==> config.mk <==
export PLATFORM = sky130hd
export DESIGN_NAME = down_counter_ctrl
export DESIGN_NICKNAME = d
export VERILOG_FILES = /design/src/rtl/down_counter_ctrl.sv
export SDC_FILE = /design/constraint.sdc
export NUM_CORES = 1
export LEC_CHECK = 0
export CORE_MARGIN = 2
export CORE_UTILIZATION = 50
export CTS_CLUSTER_DIAMETER = 30
export DETAILED_ROUTE_END_ITERATION = 7
export GPL_TIMING_DRIVEN = 0
export PLACE_DENSITY = 0.88
export SYNTH_ARGS = -nofsm -noshare
export SYNTH_HDL_FRONTEND = slang
export SYNTH_SLANG_ARGS = --single-unit
==> constraint.sdc <==
create_clock -name clk -period 2.47 [get_ports clk]
set_input_delay 0.3705 -clock clk [delete_from_list [all_inputs] [get_ports clk]]
set_output_delay 0.3705 -clock clk [all_outputs]
set_load 0.02 [all_outputs]
==> src/rtl/down_counter_ctrl.sv <==
// rtl/down_counter_ctrl.sv - sequencing controller for a prescaled down-counter
module down_counter_ctrl #(
    parameter int WIDTH    = 4,
    parameter int PRESCALE = 1
) (
    input  logic             clk,
    input  logic             reset,
    input  logic             start,
    input  logic [WIDTH-1:0] load_val,
    input  logic             pause,
    input  logic             abort,
    input  logic             auto_reload,
    output logic [WIDTH-1:0] count,
    output logic             busy,
    output logic             paused,
    output logic             done
);

    // Prescaler needs at least one bit even when PRESCALE is 1.
    localparam int            PW         = (PRESCALE > 1) ? $clog2(PRESCALE) : 1;
    localparam logic [PW-1:0] PRESC_LAST = PW'(PRESCALE - 1);

    typedef enum logic [1:0] {
        IDLE   = 2'd0,
        RUN    = 2'd1,
        HOLD   = 2'd2,
        EXPIRE = 2'd3
    } state_t;

    state_t           state_q, state_d;
    logic [WIDTH-1:0] count_q, count_d;
    logic [WIDTH-1:0] reload_q, reload_d;
    logic [PW-1:0]    presc_q, presc_d;
    logic             tick;

    // A decrement is due when the prescaler has reached its last step.
    assign tick = (presc_q == PRESC_LAST);

    // State, count, prescaler and reload registers; reset clears everything at once.
    always_ff @(posedge clk or posedge reset) begin
        if (reset) begin
            state_q  <= IDLE;
            count_q  <= '0;
            reload_q <= '0;
            presc_q  <= '0;
        end else begin
            state_q  <= state_d;
            count_q  <= count_d;
            reload_q <= reload_d;
            presc_q  <= presc_d;
        end
    end

    // Next-state logic; in RUN and HOLD abort wins over pause, pause wins over a tick.
    always_comb begin
        state_d  = state_q;
        count_d  = count_q;
        reload_d = reload_q;
        presc_d  = presc_q;

        case (state_q)
            IDLE: begin
                if (start) begin
                    count_d  = load_val;
                    reload_d = load_val;
                    presc_d  = '0;
                    // A zero load has nothing to count, so it expires immediately.
                    state_d  = (load_val != '0) ? RUN : EXPIRE;
                end
            end

            RUN: begin
                if (abort) begin
                    count_d = '0;
                    presc_d = '0;
                    state_d = IDLE;
                end else if (pause) begin
                    state_d = HOLD;
                end else if (tick) begin
                    presc_d = '0;
                    // Saturate at zero so the count can never wrap.
                    if (count_q <= WIDTH'(1)) begin
                        count_d = '0;
                        state_d = EXPIRE;
                    end else begin
                        count_d = count_q - WIDTH'(1);
                    end
                end else begin
                    presc_d = presc_q + PW'(1);
                end
            end

            HOLD: begin
                if (abort) begin
                    count_d = '0;
                    presc_d = '0;
                    state_d = IDLE;
                end else if (!pause) begin
                    // Prescaler keeps its held value so no partial period is lost.
                    state_d = RUN;
                end
            end

            EXPIRE: begin
                count_d = '0;
                if (abort) begin
                    state_d = IDLE;
                end else if (auto_reload && (reload_q != '0)) begin
                    count_d = reload_q;
                    presc_d = '0;
                    state_d = RUN;
                end else begin
                    state_d = IDLE;
                end
            end

            default: begin
                state_d = IDLE;
            end
        endcase
    end

    assign count  = count_q;
    assign busy   = (state_q != IDLE);
    assign paused = (state_q == HOLD);
    assign done   = (state_q == EXPIRE);

endmodule

==> flow_summary.rst, run 1 <==
.. list-table::
   :header-rows: 1

   * - Metric
     - Value
   * - Category of the worst setup path capture point
     - output pin
   * - Max Slew Vio Count
     - 0
   * - Count of final hold-check violations
     - 0
   * - Type of origin of the critical path
     - flip-flop
   * - First-pass GRT wire length
     - 2470 µm
   * - Total congestion overflow
     - 0
   * - Vias in the first global route
     - 586
   * - Number of antenna violations at the first check in global routing
     - 0
   * - Total via count after detailed routing
     - 633
   * - Unrepaired setup endpoints after global routing
     - false
   * - Synthesized area divided by synthesized cell count
     - 9.27 µm²
   * - Fraction of the mapped netlist area in compound gates
     - 0.303
   * - Fraction of synthesis flops using an asynchronous set or reset pin
     - 1.00
   * - Post-DR wirelength/cell
     - 14.9 µm
   * - Peak supply drop
     - 601 µV
   * - Dominant combinational cell family by area after synthesis
     - compound AO/OA/AOI/OAI gates
   * - Mapped Nets
     - 85
   * - Antenna fix cells
     - 0
   * - Routed Antenna Nets
     - 0
   * - Number of distinct library cells after synthesis
     - 29
   * - Total GRT Usage
     - 0.234
   * - Share of the clock period used by the worst path after layout
     - 0.836
   * - Mux share of post-synthesis cell area
     - 0.0665
   * - Die Y-Extent
     - 40.8 µm
   * - Source-to-sink clock delay at the later pin of the worst-skew pair
     - 0.27 ns
   * - First-pass iteration count of the detailed router
     - 4
   * - TritonCTS buffer count
     - 3
   * - Effective utilization at floorplan
     - 0.527
   * - Deepest clock path buffer count
     - 2
   * - Total leakage power
     - 0.358 nW
   * - Post-Route Skew
     - 0.00661 ns
   * - Biggest area contributors in the synthesized netlist
     - dfrtp_1 (37%), mux2_2 (6.7%), a21oi_1 (5.9%)
   * - Post-synth EDFFs
     - 0
   * - Yosys warning total
     - 0
   * - Area share of fa/ha/maj cells after synthesis
     - 0.0370
   * - Count of instances resized after the clock tree is built
     - 0
   * - Total Die Area
     - 1660 µm²
   * - Cell area power density
     - 1210 nW/µm²
   * - Worst-case reg-to-reg path depth
     - 6
   * - Number of standard-cell rows in the floorplan
     - 13
   * - Synth-to-Final Area Change
     - 29.8%
   * - Post-route design area
     - 878 µm²
   * - HPWL after detailed placement
     - 1200 µm
   * - Place WS
     - 0.531 ns
   * - Worst hold margin
     - 0.369 ns
   * - Number of top-level pins
     - 17
   * - Post-Route Setup TNS
     - 0 ns
   * - Share of synthesized cell area in and, or, nand and nor gates
     - 0.150
   * - Detailed-route wire length
     - 1600 µm
   * - Most used standard cell by instance count after synthesis
     - dfrtp_1
   * - Max-capacitance violation count
     - 0
   * - Hold buffer count at CTS
     - 0
   * - Worst Max-Slew Pin Slew
     - 0.398 ns
   * - Leading post-synthesis cells by instance count
     - dfrtp_1 (10), a21oi_1 (8), inv_1 (6)
   * - Via density per instance
     - 5.92
   * - Slew margin rel.
     - 0.733
   * - Buffers inserted by post-CTS timing repair
     - 0
   * - CTS tree
     - yes
   * - Signal arrival time at the worst endpoint
     - 1.69 ns
   * - Register clock-pin slew on the reported worst setup and hold paths
     - 0.06 ns
   * - Fraction of layout cells with a size suffix above 1
     - 0.120
   * - Core Area
     - 1280 µm²
   * - Number of failing setup endpoints in the final timing report
     - 0
   * - Post-synthesis cell type with the largest combined area
     - dfrtp_1
   * - Last weighted congestion value of the routability-driven placer
     - 0.936
   * - Fraction of post-synthesis cell area in the top cell type by area
     - 0.370
   * - Clock net sink count
     - 10
   * - Worst min-delay path category
     - in -> async
   * - Synthesized cell area
     - 677 µm²
   * - Category of the critical setup timing path
     - reg -> out
   * - Setup slack after layout
     - 0.406 ns
   * - Post-synthesis register bit count
     - 10
   * - Area used by multi-input combinational logic
     - 394 µm²
   * - Xor-xnor portion of the synthesized cell area
     - 0.0259
   * - Register Area
     - 250 µm²
   * - Die extent in x
     - 40.8 µm
   * - Number of port buffers
     - 16
   * - Upper clock frequency limit
     - 484 MHz
   * - Final #Nets
     - 106
   * - Commonest register cell after synthesis
     - dfrtp_1
   * - Fin crit period
     - 2.06 ns
   * - Maximum number of pins on one net before global-route repair
     - 11
   * - Worst Path Max Fanout
     - 10
   * - Total DRC errors in the routed layout
     - 0
   * - Placement Cell Area
     - 856 µm²
   * - End-of-flow core utilization
     - 0.684
   * - Root buf cell
     - clkbuf_4
   * - Filler cell count
     - 109
   * - Number of violations reported at the end of detailed-routing iteration 0
     - 21
   * - Critical path data required time
     - 2.10 ns
   * - H-tree depth reported by CTS
     - 1
   * - Result of the run
     - complete, no violations
   * - Share of synthesized area occupied by flip-flops and latches
     - 0.370
   * - Number of standard cells after synthesis
     - 73
[state kept, by name (all words and copies together), names as in the netlist]
name / cells
count: 4
reload_q: 4
state_q: 2
[routing by layer]
metal | vias to the layer above | global-route usage | routed length [µm]
li1 | 312 | - | -
met1 | 292 | 0.297 | 687
met2 | 25 | 0.367 | 772
met3 | 4 | 0.0489 | 109
met4 | 0 | 0.125 | 27
met5 | - | 0 | 0
[worst max-delay path, stage by stage (launching register included)]
cell and delay [ns]:
dfrtp_1 0.44, buf_2 0.24, and2_1 0.15, clkdlybuf4s50_1 0.60
[cell usage in the layout (no fill, tap or decap), types with 2 or more instances in the layout]
cell             synthesis  routed
inv_1                    6       6
a21oi_1                  8       8
dfrtp_1                 10      10
ha_1                     2       2
o21ai_0                  4       4
clkdlybuf4s50_1          0      16
clkbuf_4                 0       3
and2_1                   2       2
nor2_1                   5       5
buf_2                    2       2
o21bai_1                 4       4
a32o_1                   3       3
nor3_1                   2       2
a31oi_1                  2       2
xnor2_1                  2       2
mux2_2                   4       4
o21ai_1                  3       3
[cell families after synthesis]
kind of cell    after synthesis
xor+xnor                      2
mux                           4
flops                        10
simple gates                 17
buf+inv                       8
fa+ha+maj                     2
compound gates               30
[power by group]
part           total, W  switching, W  internal, W
Combinational  0.000614      0.000309     0.000305
Sequential     0.000341     0.0000946     0.000246
Clock          0.000111     0.0000543    0.0000562
[per-stage QoR]
stage                     instances  total power (W)
after floorplan                  73         0.000747
after global placement          104         0.000935
after detailed placement        104         0.000950
after CTS                       107          0.00106
after global routing            107          0.00115
final                           107          0.00106
[layout make-up]
cell class                      instances  share of cell area
Inverter                                6              0.0256
Sequential cell                        10               0.285
Buffer                                  2              0.0114
Clock buffer                            3              0.0256
Multi-Input combinational cell         55               0.449
Timing Repair Buffer                   16               0.182
Tap cell                               15              0.0214
[path summary, 6_finish.rpt]
| check | from | to | slack (ns) |
|---|---|---|---|
| max in group asynchronous | reset | state_q[1]$_DFFE_PP0P_ | 1.83 |
| min in group clk | reload_q[0]$_DFFE_PP0P_ | reload_q[0]$_DFFE_PP0P_ | 0.53 |
| min reg2reg | reload_q[0]$_DFFE_PP0P_ | reload_q[0]$_DFFE_PP0P_ | 0.53 |
| max reg2reg | count[0]$_DFFE_PP0P_ | count[1]$_DFFE_PP0P_ | 0.88 |
| max | state_q[0]$_DFFE_PP0P_ | done | 0.41 |
| min | reset | count[1]$_DFFE_PP0P_ | 0.37 |
No activity file was read; power rests on OpenSTA's default activity.
==> run 2, diff against run 1 <==
--- a/config.mk
+++ b/config.mk
@@ -6,11 +6,11 @@
 export NUM_CORES = 1
 export LEC_CHECK = 0
 export CORE_MARGIN = 2
-export CORE_UTILIZATION = 50
+export CORE_UTILIZATION = 42
 export CTS_CLUSTER_DIAMETER = 30
 export DETAILED_ROUTE_END_ITERATION = 7
 export GPL_TIMING_DRIVEN = 0
-export PLACE_DENSITY = 0.88
+export PLACE_DENSITY = 0.8
 export SYNTH_ARGS = -nofsm -noshare
 export SYNTH_HDL_FRONTEND = slang
 export SYNTH_SLANG_ARGS = --single-unit
==> constraint.sdc (replaced) <==
create_clock -name clk -period 1.66 [get_ports clk]
set_input_delay 0.249 -clock clk [delete_from_list [all_inputs] [get_ports clk]]
set_output_delay 0.249 -clock clk [all_outputs]
set_load 0.02 [all_outputs]
==> run 2 against run 1 <==
- worst hold slack lost 0.11 ns
- non-clock buffer count grew 2
- wire length grew 6.4%
- combinational power grew 59%
- sequential cell count is the same
- clock power grew 100%
- core utilization shrank 6.8 points
- largest power group unchanged
- highest routed layer unchanged
==> flow_summary.rst, run 2 (synthesis results as in run 1) <==
.. list-table::
   :header-rows: 1

   * - Metric
     - Value
   * - Result of the run
     - complete, no violations
   * - Total GRT Usage
     - 0.203
   * - Final #Nets
     - 108
   * - Number of violations reported at the end of detailed-routing iteration 0
     - 23
   * - Fin crit period
     - 1.60 ns
   * - HPWL after detailed placement
     - 1250 µm
   * - Worst Path Max Fanout
     - 4
   * - Worst hold margin
     - 0.256 ns
   * - Place WS
     - -0.151 ns
   * - Cell type of the slowest stage on the worst timing path
     - clkdlybuf4s50_1
   * - Category of the critical setup timing path
     - reg -> out
   * - Signal arrival time at the worst endpoint
     - 1.36 ns
   * - TritonCTS buffer count
     - 3
   * - Total Die Area
     - 1950 µm²
   * - Most common library cell in the layout ignoring fill and taps
     - clkdlybuf4s50_1
   * - Core Area
     - 1510 µm²
   * - Last weighted congestion value of the routability-driven placer
     - 0.915
   * - Maximum single-stage delay on the critical path
     - 0.64 ns
   * - Die extent in x
     - 44.1 µm
   * - Source-to-sink clock delay at the later pin of the worst-skew pair
     - 0.27 ns
   * - Max Slew Vio Count
     - 0
   * - Count of final hold-check violations
     - 0
   * - Filler cell count
     - 128
   * - Total congestion overflow
     - 0
   * - Total leakage power
     - 0.395 nW
   * - First-pass GRT wire length
     - 2840 µm
   * - Number of antenna violations at the first check in global routing
     - 0
   * - Share of the clock period used by the worst path after layout
     - 0.966
   * - Die Y-Extent
     - 44.1 µm
   * - Slew margin rel.
     - 0.735
   * - Max-capacitance violation count
     - 0
   * - Type of origin of the critical path
     - flip-flop
   * - H-tree depth reported by CTS
     - 1
   * - Hold buffer count at CTS
     - 0
   * - Category of the worst setup path capture point
     - output pin
   * - Post-DR wirelength/cell
     - 15.3 µm
   * - Fraction of layout cells with a size suffix above 1
     - 0.189
   * - Cell area power density
     - 1840 nW/µm²
   * - Maximum number of pins on one net before global-route repair
     - 11
   * - Routed Antenna Nets
     - 0
   * - Setup slack after layout
     - 0.0556 ns
   * - Clock net sink count
     - 10
   * - Ordered cell list for the critical path
     - clkdlybuf4s50_1
   * - Total via count after detailed routing
     - 653
   * - Post-Route Setup TNS
     - 0 ns
   * - Root buf cell
     - clkbuf_4
   * - CTS tree
     - yes
   * - Post-Route Skew
     - 0.00596 ns
   * - Worst min-delay path category
     - in -> async
   * - Number of failing setup endpoints in the final timing report
     - 0
   * - Deepest clock path buffer count
     - 2
   * - Unrepaired setup endpoints after global routing
     - true
   * - Peak supply drop
     - 904 µV
   * - Worst path top cell family by delay
     - buffers and inverters
   * - Number of port buffers
     - 16
   * - Register clock-pin slew on the reported worst setup and hold paths
     - 0.07 ns
   * - Synth-to-Final Area Change
     - 37.0%
   * - Antenna fix cells
     - 0
   * - First-pass iteration count of the detailed router
     - 4
   * - Worst-case reg-to-reg path depth
     - 6
   * - Via density per instance
     - 5.88
   * - Number of top-level pins
     - 17
   * - Critical path data required time
     - 1.41 ns
   * - Path length in cells of the critical path
     - 1
   * - Detailed-route wire length
     - 1700 µm
   * - Worst Max-Slew Pin Slew
     - 0.398 ns
   * - Buffer and inverter count on the worst path
     - 1
   * - Upper clock frequency limit
     - 623 MHz
   * - Effective utilization at floorplan
     - 0.449
   * - Number of standard-cell rows in the floorplan
     - 14
   * - Vias in the first global route
     - 605
   * - Total DRC errors in the routed layout
     - 0
   * - Most used cells in the layout excluding fill and tap cells
     - clkdlybuf4s50_1 (12), a21oi_1 (8), dfrtp_1 (8)
run 2: layer usage:
| metal | up-vias | share of wire | GRT usage |
|---|---|---|---|
| li1 | 318 | - | - |
| met1 | 309 | 0.44 | 0.260 |
| met2 | 24 | 0.51 | 0.332 |
| met3 | 2 | 0.038 | 0.0245 |
| met4 | 0 | 0.011 | 0.109 |
| met5 | - | 0 | 0 |
run 2: timing repair:
item | 4_1_cts | 5_1_grt
setup endpoints to repair | 3 | 6
cloned | 0 | 0
setup buffers | 1 | 1
resized for setup | 8 | 5
run 2: final cells by class:
cell class	instances	area (µm²)	area share
tap	16	20.0	0.0216
sequential	10	253	0.273
inverter	6	22.5	0.0243
timing repair buffer	18	170	0.184
multi-input combinational	55	410	0.443
buffer	2	15.0	0.0162
clock buffer	4	36.3	0.0391
run 2: power by group:
group,internal (W),switching (W)
clock,0.000133,0.0000892
sequential,0.000370,0.000144
combinational,0.000478,0.000496
total,0.000980,0.000730
run 2: worst paths after layout:
kind	startpoint	to	slack [ns]
worst max register to register	count[0]$_DFFE_PP0P_	count[1]$_DFFE_PP0P_	0.14
worst min register to register	reload_q[0]$_DFFE_PP0P_	reload_q[0]$_DFFE_PP0P_	0.52
min in group clk	reload_q[0]$_DFFE_PP0P_	reload_q[0]$_DFFE_PP0P_	0.52
worst min-delay path	reset	count[0]$_DFFE_PP0P_	0.26
max in group asynchronous	reset	state_q[0]$_DFFE_PP0P_	1.09
worst max-delay path	count[3]$_DFFE_PP0P_	count[3]	0.06
run 2: metrics by stage:
stage,instance area (µm²),utilization,total power [W],instances
2_1_floorplan,677,-,0.00111,73
3_3_place_gp,857,0.569,0.00140,105
3_5_place_dp,857,0.569,0.00143,105
4_1_cts,911,0.605,0.00169,110
5_1_grt,927,0.615,0.00185,111
6_report,927,0.615,0.00171,111
